--- src/rtl/mem_stage.sv ---
// Memory stage: issues data-memory requests for loads/stores, waits for grant
// with a bounded timeout, and registers the write-back bundle.
// Optional build macro: MEM_STAGE_MISALIGN_CHECK_EN (trap misaligned halfword/word
// accesses instead of silently aligning the address).

package mem_stage_pkg;
  typedef enum logic [2:0] {
    LSU_LB  = 3'd0,
    LSU_LH  = 3'd1,
    LSU_LW  = 3'd2,
    LSU_LBU = 3'd3,
    LSU_LHU = 3'd4,
    LSU_SB  = 3'd5,
    LSU_SH  = 3'd6,
    LSU_SW  = 3'd7
  } lsuop_e;

  typedef struct packed {
    logic [4:0]  rd;
    logic [31:0] opr_b;
    logic [31:0] opr_res;
    logic [31:0] pc4;
    lsuop_e      lsuop;
    logic        rf_en;
    logic        dm_en;
    logic [1:0]  wb_sel;
  } ex_stage_out_t;

  typedef struct packed {
    logic        rf_en;
    logic [4:0]  rd;
    logic [31:0] opr_res;
  } ex_stage_in_frm_mem_t;
endpackage

module mem_stage
  import mem_stage_pkg::*;
#(
  parameter int unsigned MAX_WAIT = 15  // must be >= 1
) (
  input  logic                 clk,
  input  logic                 arst_n,
  input  ex_stage_out_t        ex_out_i,
  input  logic                 ex_valid_i,
  output logic                 mem_ready_o,
  output logic                 dm_req_o,
  output logic                 dm_we_o,
  output logic [31:0]          dm_addr_o,
  output logic [31:0]          dm_wdata_o,
  output logic [3:0]           dm_be_o,
  input  logic                 dm_gnt_i,
  input  logic [31:0]          dm_rdata_i,
  output logic                 wb_valid_o,
  output logic                 wb_rf_en_o,
  output logic [4:0]           wb_rd_o,
  output logic [31:0]          wb_opr_res_o,
  output logic [31:0]          wb_lsu_rdata_o,
  output logic [31:0]          wb_pc4_o,
  output logic [1:0]           wb_sel_o,
  output ex_stage_in_frm_mem_t fwd_o,
  output logic                 bus_err_o,
  output logic                 misalign_o
);

  localparam int unsigned CNT_W = $clog2(MAX_WAIT + 1);

  typedef enum logic {S_IDLE = 1'b0, S_REQ = 1'b1} state_e;

  state_e      r_state, w_state_nxt;
  logic [CNT_W-1:0] r_cnt;
  logic [CNT_W-1:0] w_cnt_inc;
  logic        w_timeout;

  // pending instruction while the request is outstanding
  lsuop_e      r_lsuop;
  logic        r_rf_en;
  logic [4:0]  r_rd;
  logic [31:0] r_opr_res;
  logic [31:0] r_pc4;
  logic [1:0]  r_wb_sel;
  logic        r_wb_is_load;

  logic        w_is_store, w_is_half, w_is_word, w_misal, w_pend_store;
  logic [31:0] w_addr, w_wdata, w_ld_data;
  logic [3:0]  w_be;
  logic [7:0]  w_byte;
  logic [15:0] w_half;

  // request formation from the incoming EX result
  always_comb begin
    w_is_store = ex_out_i.lsuop inside {LSU_SB, LSU_SH, LSU_SW};
    w_is_half  = ex_out_i.lsuop inside {LSU_LH, LSU_LHU, LSU_SH};
    w_is_word  = ex_out_i.lsuop inside {LSU_LW, LSU_SW};
    w_addr     = ex_out_i.opr_res;
    w_misal    = 1'b0;
`ifdef MEM_STAGE_MISALIGN_CHECK_EN
    w_misal    = (w_is_half & w_addr[0]) | (w_is_word & (w_addr[1:0] != 2'b00));
`else
    if (w_is_half) w_addr[0]   = 1'b0;
    if (w_is_word) w_addr[1:0] = 2'b00;
`endif
    w_be    = 4'b1111;
    w_wdata = ex_out_i.opr_b;
    case (ex_out_i.lsuop)
      LSU_SB: begin
        w_be    = 4'(4'b0001 << w_addr[1:0]);
        w_wdata = {4{ex_out_i.opr_b[7:0]}};
      end
      LSU_SH: begin
        w_be    = w_addr[1] ? 4'b1100 : 4'b0011;
        w_wdata = {2{ex_out_i.opr_b[15:0]}};
      end
      default: ;
    endcase
  end

  // load lane extraction from the granted read data
  always_comb begin
    case (dm_addr_o[1:0])
      2'd0:    w_byte = dm_rdata_i[7:0];
      2'd1:    w_byte = dm_rdata_i[15:8];
      2'd2:    w_byte = dm_rdata_i[23:16];
      default: w_byte = dm_rdata_i[31:24];
    endcase
    w_half = dm_addr_o[1] ? dm_rdata_i[31:16] : dm_rdata_i[15:0];
    case (r_lsuop)
      LSU_LB:  w_ld_data = {{24{w_byte[7]}}, w_byte};
      LSU_LBU: w_ld_data = {24'd0, w_byte};
      LSU_LH:  w_ld_data = {{16{w_half[15]}}, w_half};
      LSU_LHU: w_ld_data = {16'd0, w_half};
      LSU_LW:  w_ld_data = dm_rdata_i;
      default: w_ld_data = 32'd0;
    endcase
    w_pend_store = r_lsuop inside {LSU_SB, LSU_SH, LSU_SW};
  end

  assign w_cnt_inc = r_cnt + CNT_W'(1);
  assign w_timeout = ~dm_gnt_i & (w_cnt_inc == CNT_W'(MAX_WAIT));

  // state register
  always_ff @(posedge clk or negedge arst_n) begin
    if (!arst_n) r_state <= S_IDLE;
    else         r_state <= w_state_nxt;
  end

  // next-state logic
  always_comb begin
    w_state_nxt = r_state;
    case (r_state)
      S_IDLE:  if (ex_valid_i && ex_out_i.dm_en && !w_misal) w_state_nxt = S_REQ;
      S_REQ:   if (dm_gnt_i || w_timeout) w_state_nxt = S_IDLE;
      default: w_state_nxt = S_IDLE;
    endcase
  end

  // state-decoded outputs
  always_comb begin
    mem_ready_o = 1'b0;
    if (r_state == S_IDLE) mem_ready_o = 1'b1;
  end

  // request, wait counter and write-back bundle registers
  always_ff @(posedge clk or negedge arst_n) begin
    if (!arst_n) begin
      r_cnt          <= '0;
      dm_req_o       <= 1'b0;
      dm_we_o        <= 1'b0;
      dm_addr_o      <= 32'd0;
      dm_wdata_o     <= 32'd0;
      dm_be_o        <= 4'd0;
      r_lsuop        <= LSU_LB;
      r_rf_en        <= 1'b0;
      r_rd           <= 5'd0;
      r_opr_res      <= 32'd0;
      r_pc4          <= 32'd0;
      r_wb_sel       <= 2'd0;
      r_wb_is_load   <= 1'b0;
      wb_valid_o     <= 1'b0;
      wb_rf_en_o     <= 1'b0;
      wb_rd_o        <= 5'd0;
      wb_opr_res_o   <= 32'd0;
      wb_lsu_rdata_o <= 32'd0;
      wb_pc4_o       <= 32'd0;
      wb_sel_o       <= 2'd0;
      bus_err_o      <= 1'b0;
      misalign_o     <= 1'b0;
    end else begin
      wb_valid_o <= 1'b0;
      bus_err_o  <= 1'b0;
      misalign_o <= 1'b0;
      case (r_state)
        S_IDLE: begin
          if (ex_valid_i) begin
            if (!ex_out_i.dm_en || w_misal) begin
              // retire without a memory access
              wb_valid_o     <= 1'b1;
              wb_rf_en_o     <= ex_out_i.rf_en & ~ex_out_i.dm_en;
              wb_rd_o        <= ex_out_i.rd;
              wb_opr_res_o   <= ex_out_i.opr_res;
              wb_lsu_rdata_o <= 32'd0;
              wb_pc4_o       <= ex_out_i.pc4;
              wb_sel_o       <= ex_out_i.wb_sel;
              r_wb_is_load   <= 1'b0;
              misalign_o     <= w_misal;
            end else begin
              dm_req_o   <= 1'b1;
              dm_we_o    <= w_is_store;
              dm_addr_o  <= w_addr;
              dm_wdata_o <= w_wdata;
              dm_be_o    <= w_be;
              r_lsuop    <= ex_out_i.lsuop;
              r_rf_en    <= ex_out_i.rf_en;
              r_rd       <= ex_out_i.rd;
              r_opr_res  <= ex_out_i.opr_res;
              r_pc4      <= ex_out_i.pc4;
              r_wb_sel   <= ex_out_i.wb_sel;
              r_cnt      <= '0;
            end
          end
        end
        S_REQ: begin
          if (dm_gnt_i || w_timeout) begin
            dm_req_o       <= 1'b0;
            dm_we_o        <= 1'b0;
            dm_be_o        <= 4'd0;
            r_cnt          <= '0;
            wb_valid_o     <= 1'b1;
            wb_rd_o        <= r_rd;
            wb_opr_res_o   <= r_opr_res;
            wb_pc4_o       <= r_pc4;
            wb_sel_o       <= r_wb_sel;
            wb_rf_en_o     <= dm_gnt_i & r_rf_en & ~w_pend_store;
            wb_lsu_rdata_o <= dm_gnt_i ? w_ld_data : 32'd0;
            r_wb_is_load   <= ~w_pend_store;
            bus_err_o      <= ~dm_gnt_i;
          end else begin
            r_cnt <= w_cnt_inc;
          end
        end
        default: ;
      endcase
    end
  end

  // forwarding of the retired instruction (loads never forward from here)
  assign fwd_o.rf_en   = wb_valid_o & wb_rf_en_o & ~r_wb_is_load;
  assign fwd_o.rd      = wb_rd_o;
  assign fwd_o.opr_res = wb_opr_res_o;

endmodule
--- config.mk ---
export PLATFORM = sky130hd
export DESIGN_NAME = mem_stage
export DESIGN_NICKNAME = d
export VERILOG_FILES = /design/src/rtl/mem_stage.sv
export SDC_FILE = /design/constraint.sdc
export NUM_CORES = 1
export LEC_CHECK = 0
export BUFFER_PORTS_ARGS = -buffer_cell sky130_fd_sc_hd__buf_2
export CAP_MARGIN = 20
export CORE_ASPECT_RATIO = 1.25
export CORE_UTILIZATION = 27
export CTS_CLUSTER_SIZE = 14
export DETAILED_ROUTE_END_ITERATION = 10
export HOLD_SLACK_MARGIN = 0.08
export PLACE_DENSITY = 0.56
export SYNTH_ARGS = -nofsm -noshare
export SYNTH_HDL_FRONTEND = slang
export SYNTH_SLANG_ARGS = --single-unit
export TNS_END_PERCENT = 5
--- constraint.sdc ---
create_clock -name clk -period 3.6 [get_ports clk]
set_clock_uncertainty 0.2 [all_clocks]
set_input_delay 0.72 -clock clk [delete_from_list [all_inputs] [get_ports clk]]
set_output_delay 0.72 -clock clk [all_outputs]
set_load 0.05 [all_outputs]
==> flow_summary_export.csv <==
group,metric,value,unit
outcome,status,"completed",
timing,relSlewSlack,34.7,%
power,combPwrFrac,40.3,%
clock_network,clk_path_buf_depth,3,
timing,setup_viol_count_final,0,
placement,globalplace.congestion,0.831,
clock_network,clk_latency,540,ps
critical_path,cp_max_fo,17,
synthesis,ys_ff_latch,227,
power,p_int,5820,uW
placement,placed_area,0.0130,mm^2
final_layout,fillers,4130,
clock_network,cts_buffers,26,
synthesis,yosys.area_share.adder,0.225,%
power,ir_worst_vdd,0.000476,V
synthesis,synthMuxAreaShare,17.0,%
global_routing,overflow,0,
placement,port_buffers,358,
die,start_util,27.5,%
final_layout,multi_input_area,0.00456,mm^2
synthesis,synthSimpleGateAreaFrac,12.8,%
synthesis,async_flop_share,100,%
route,vias,8497,
timing,hold_viol,0,
critical_path,crit_required,3870,ps
clock_network,htreeDepth,1,
final_layout,final_nets,1465,
hold_path,hold_path.class,"input port to flip-flop",
timing,final.setup.tns,0,ps
synthesis,synthXorXnorAreaFrac,0.315,%
global_routing,grt_use_total,14.9,%
die,pin_count,360,
route,wirelength,31.3,mm
critical_path,cp-end-kind,"flip-flop",
critical_path,crit_type,"flip-flop to flip-flop",
critical_path,arrival,3190,ps
synthesis,synth-edff-count,0,
synthesis,synth_fp_nets,1197,
placement,dp_hpwl,21.9,mm
flow_run,drv_cap,0,
clock_network,cts_tree,"done",
timing,period_needed,2920,ps
route,firstDrtPassIters,4,
synthesis,synthFlopType,"dfrtp_1",
synthesis,syn_area_per_cell,10.6,um^2
synthesis,synth_top_family_by_area,"multiplexers",
power,p_per_area,747,mW/mm^2
final_layout,drive_above_1_share,43.0,%
route,viasPerCell,4.51,
die,die_h,229,um
route,drc_errors,0,
timing,slew_violations,0,
timing,max_freq,342,MHz
synthesis,ys_types,46,
synthesis,netlist_instances,1051,
final_layout,seqCellArea,0.00568,mm^2
timing,min_period_over_period,81.2,%
clock_network,clkSinkCount,227,
die,core-area,0.0403,mm^2
route,drtAntennaViolNets,0,
route,wl_per_cell,16.6,um
synthesis,yosys_warnings,0,
critical_path,start_kind,"flip-flop",
power,p_seq_share,34.1,%
global_routing,grt_pass1_wl,49.5,mm
timing,rsz0062_at_grt,"false",
die,row_count,82,
global_routing,grt_pass1_vias,8587,
power,clockPowerShare,25.6,%
synthesis,synth_area,0.0111,mm^2
global_routing,grt_max_degree,74,
synthesis,yosysSeqAreaShare,51.1,%
clock_network,root_buffer,"clkbuf_16",
power,p_sw_share,43.8,%
route,drtIter0Drc,247,
global_routing,antenna_found_initial,5,
placement,post-place-cells,1836,
final_layout,post-route-util,34.4,%
power,p_leak,0.00684,uW
final_layout,stdcell_area,0.0139,mm^2
timing,timing.hold.ws,185,ps
timing,tightest_slew,975,ps
die,die_area,0.0420,mm^2
power,p_sw,4530,uW
final_layout,stdcell_count,1883,
final_layout,syn2layout_area_growth,24.8,%
die,fp.dieW,183,um
clock_network,cts_resized,0,
clock_network,path_clk_slew,60,ps
synthesis,synth-compound-area-share,10.4,%
synthesized netlist by cell type, types with 15 or more instances:
cell	instances	area, um^2
a211oi_1	18	135
a21oi_1	15	75.1
buf_2	15	75.1
buf_4	71	533
clkbuf_1	48	180
dfrtp_1	227	5680
inv_1	19	71.3
mux2_2	142	1600
nand2_1	268	1010
nor2_1	21	78.8
o21ai_0	56	280
o2bb2ai_1	26	228
cell type report:
type | instances | share of cell area (%)
clock buffer | 38 | 5.53
clock inverter | 5 | 0.587
timing repair buffer | 377 | 14.5
sequential | 227 | 41.0
antenna | 3 | 0.0542
multi-input combinational | 668 | 32.9
inverter | 19 | 0.514
tap | 546 | 4.93
flip-flops by register name, indices dropped and copies added (netlist names), 2 cells and up:
| name | cells |
|---|---|
| r_lsuop | 3 |
| r_pc4 | 32 |
| r_wb_sel | 2 |
| r_cnt | 4 |
| wb_opr_res_o | 32 |
| r_rd | 5 |
| dm_wdata_o | 32 |
| wb_rd_o | 5 |
| r_opr_res | 3 |
| wb_sel_o | 2 |
| dm_addr_o | 31 |
| dm_be_o | 4 |
| wb_pc4_o | 32 |
| wb_lsu_rdata_o | 32 |
critical path, cell delays in order, from the launching register on:
cell,delay (ps)
dfrtp_1,610
nor3b_2,870
or3_1,440
nor2b_1,500
a221o_1,230
cells in the final DEF (no fill, tap or decap), types with 3 or more instances in the layout:
cell	Yosys	final
buf_12	0	5
nor3b_1	10	10
a31oi_1	8	8
a22o_1	10	10
nor2b_1	13	13
o221ai_1	8	8
buf_2	15	357
a221oi_1	7	7
clkbuf_1	48	6
a21oi_1	15	15
nand2b_1	3	3
a211oi_1	18	18
inv_1	19	19
clkbuf_16	0	27
mux2i_1	11	11
buf_4	71	13
nand3b_1	4	4
diode_2	0	3
clkbuf_8	0	5
o2bb2ai_1	26	26
mux4_2	8	8
a221o_1	8	8
o21ai_0	56	56
nor2_1	21	20
nand3_1	4	3
dfrtp_1	227	226
nand2_1	268	268
mux2_2	142	142
power by group through the flow:
| stage | registers (uW) | clock network (uW) | logic, uW |
|---|---|---|---|
| floorplan | 4890 | 0 | 2040 |
| global placement | 3550 | 0 | 4180 |
| detailed placement | 3580 | 0 | 4210 |
| CTS | 3540 | 2750 | 4210 |
| global route | 3610 | 2840 | 4400 |
| finish | 3530 | 2650 | 4170 |
kinds of logic after synthesis:
kind of cell    count (synthesis)
simple gates                  335
flops                         227
compound gates                165
mux                           161
buf+inv                       156
xor+xnor                        4
fa+ha+maj                       2
other cells                     1
per-layer routing:
layer	vias to the layer above	wire length (um)	global-route usage [%]
met2	220	15600	25.5
met3	56	1650	3.03
met5	-	31	0
met4	4	977	5.70
li1	4089	-	-
met1	4128	13100	18.2
per-stage QoR:
step / setup WS, ps / power, uW
after detailed placement: 691 / 7780
after floorplan: 1290 / 6920
after global placement: 774 / 7730
after global routing: 500 / 10800
final: 677 / 10400
after CTS: 677 / 10500
path summary, 6_finish.rpt:
| path | slack, ps | cells after the start | endpoint | from |
|---|---|---|---|---|
| setup / recovery | 680 | 4 | wb_lsu_rdata_o[5]$_DFFE_PN0P_ | r_lsuop[1]$_DFFE_PN0P_ |
| min in group asynchronous | 540 | 2 | dm_wdata_o[16]$_DFFE_PN0P_ | arst_n |
| setup reg to reg | 680 | 4 | wb_lsu_rdata_o[5]$_DFFE_PN0P_ | r_lsuop[1]$_DFFE_PN0P_ |
| hold / removal | 190 | 3 | dm_addr_o[23]$_DFFE_PN0P_ | ex_out_i[62] |
| max in group asynchronous | 1830 | 3 | wb_opr_res_o[17]$_DFFE_PN0P_ | arst_n |
| hold reg to reg | 270 | 2 | r_pc4[27]$_DFFE_PN0P_ | r_pc4[27]$_DFFE_PN0P_ |
timing repair:
item,CTS,global route
hold buffers,1,0
setup buffers,0,0
hold endpoints to repair,68,0
(Power assumes the default switching activity.)
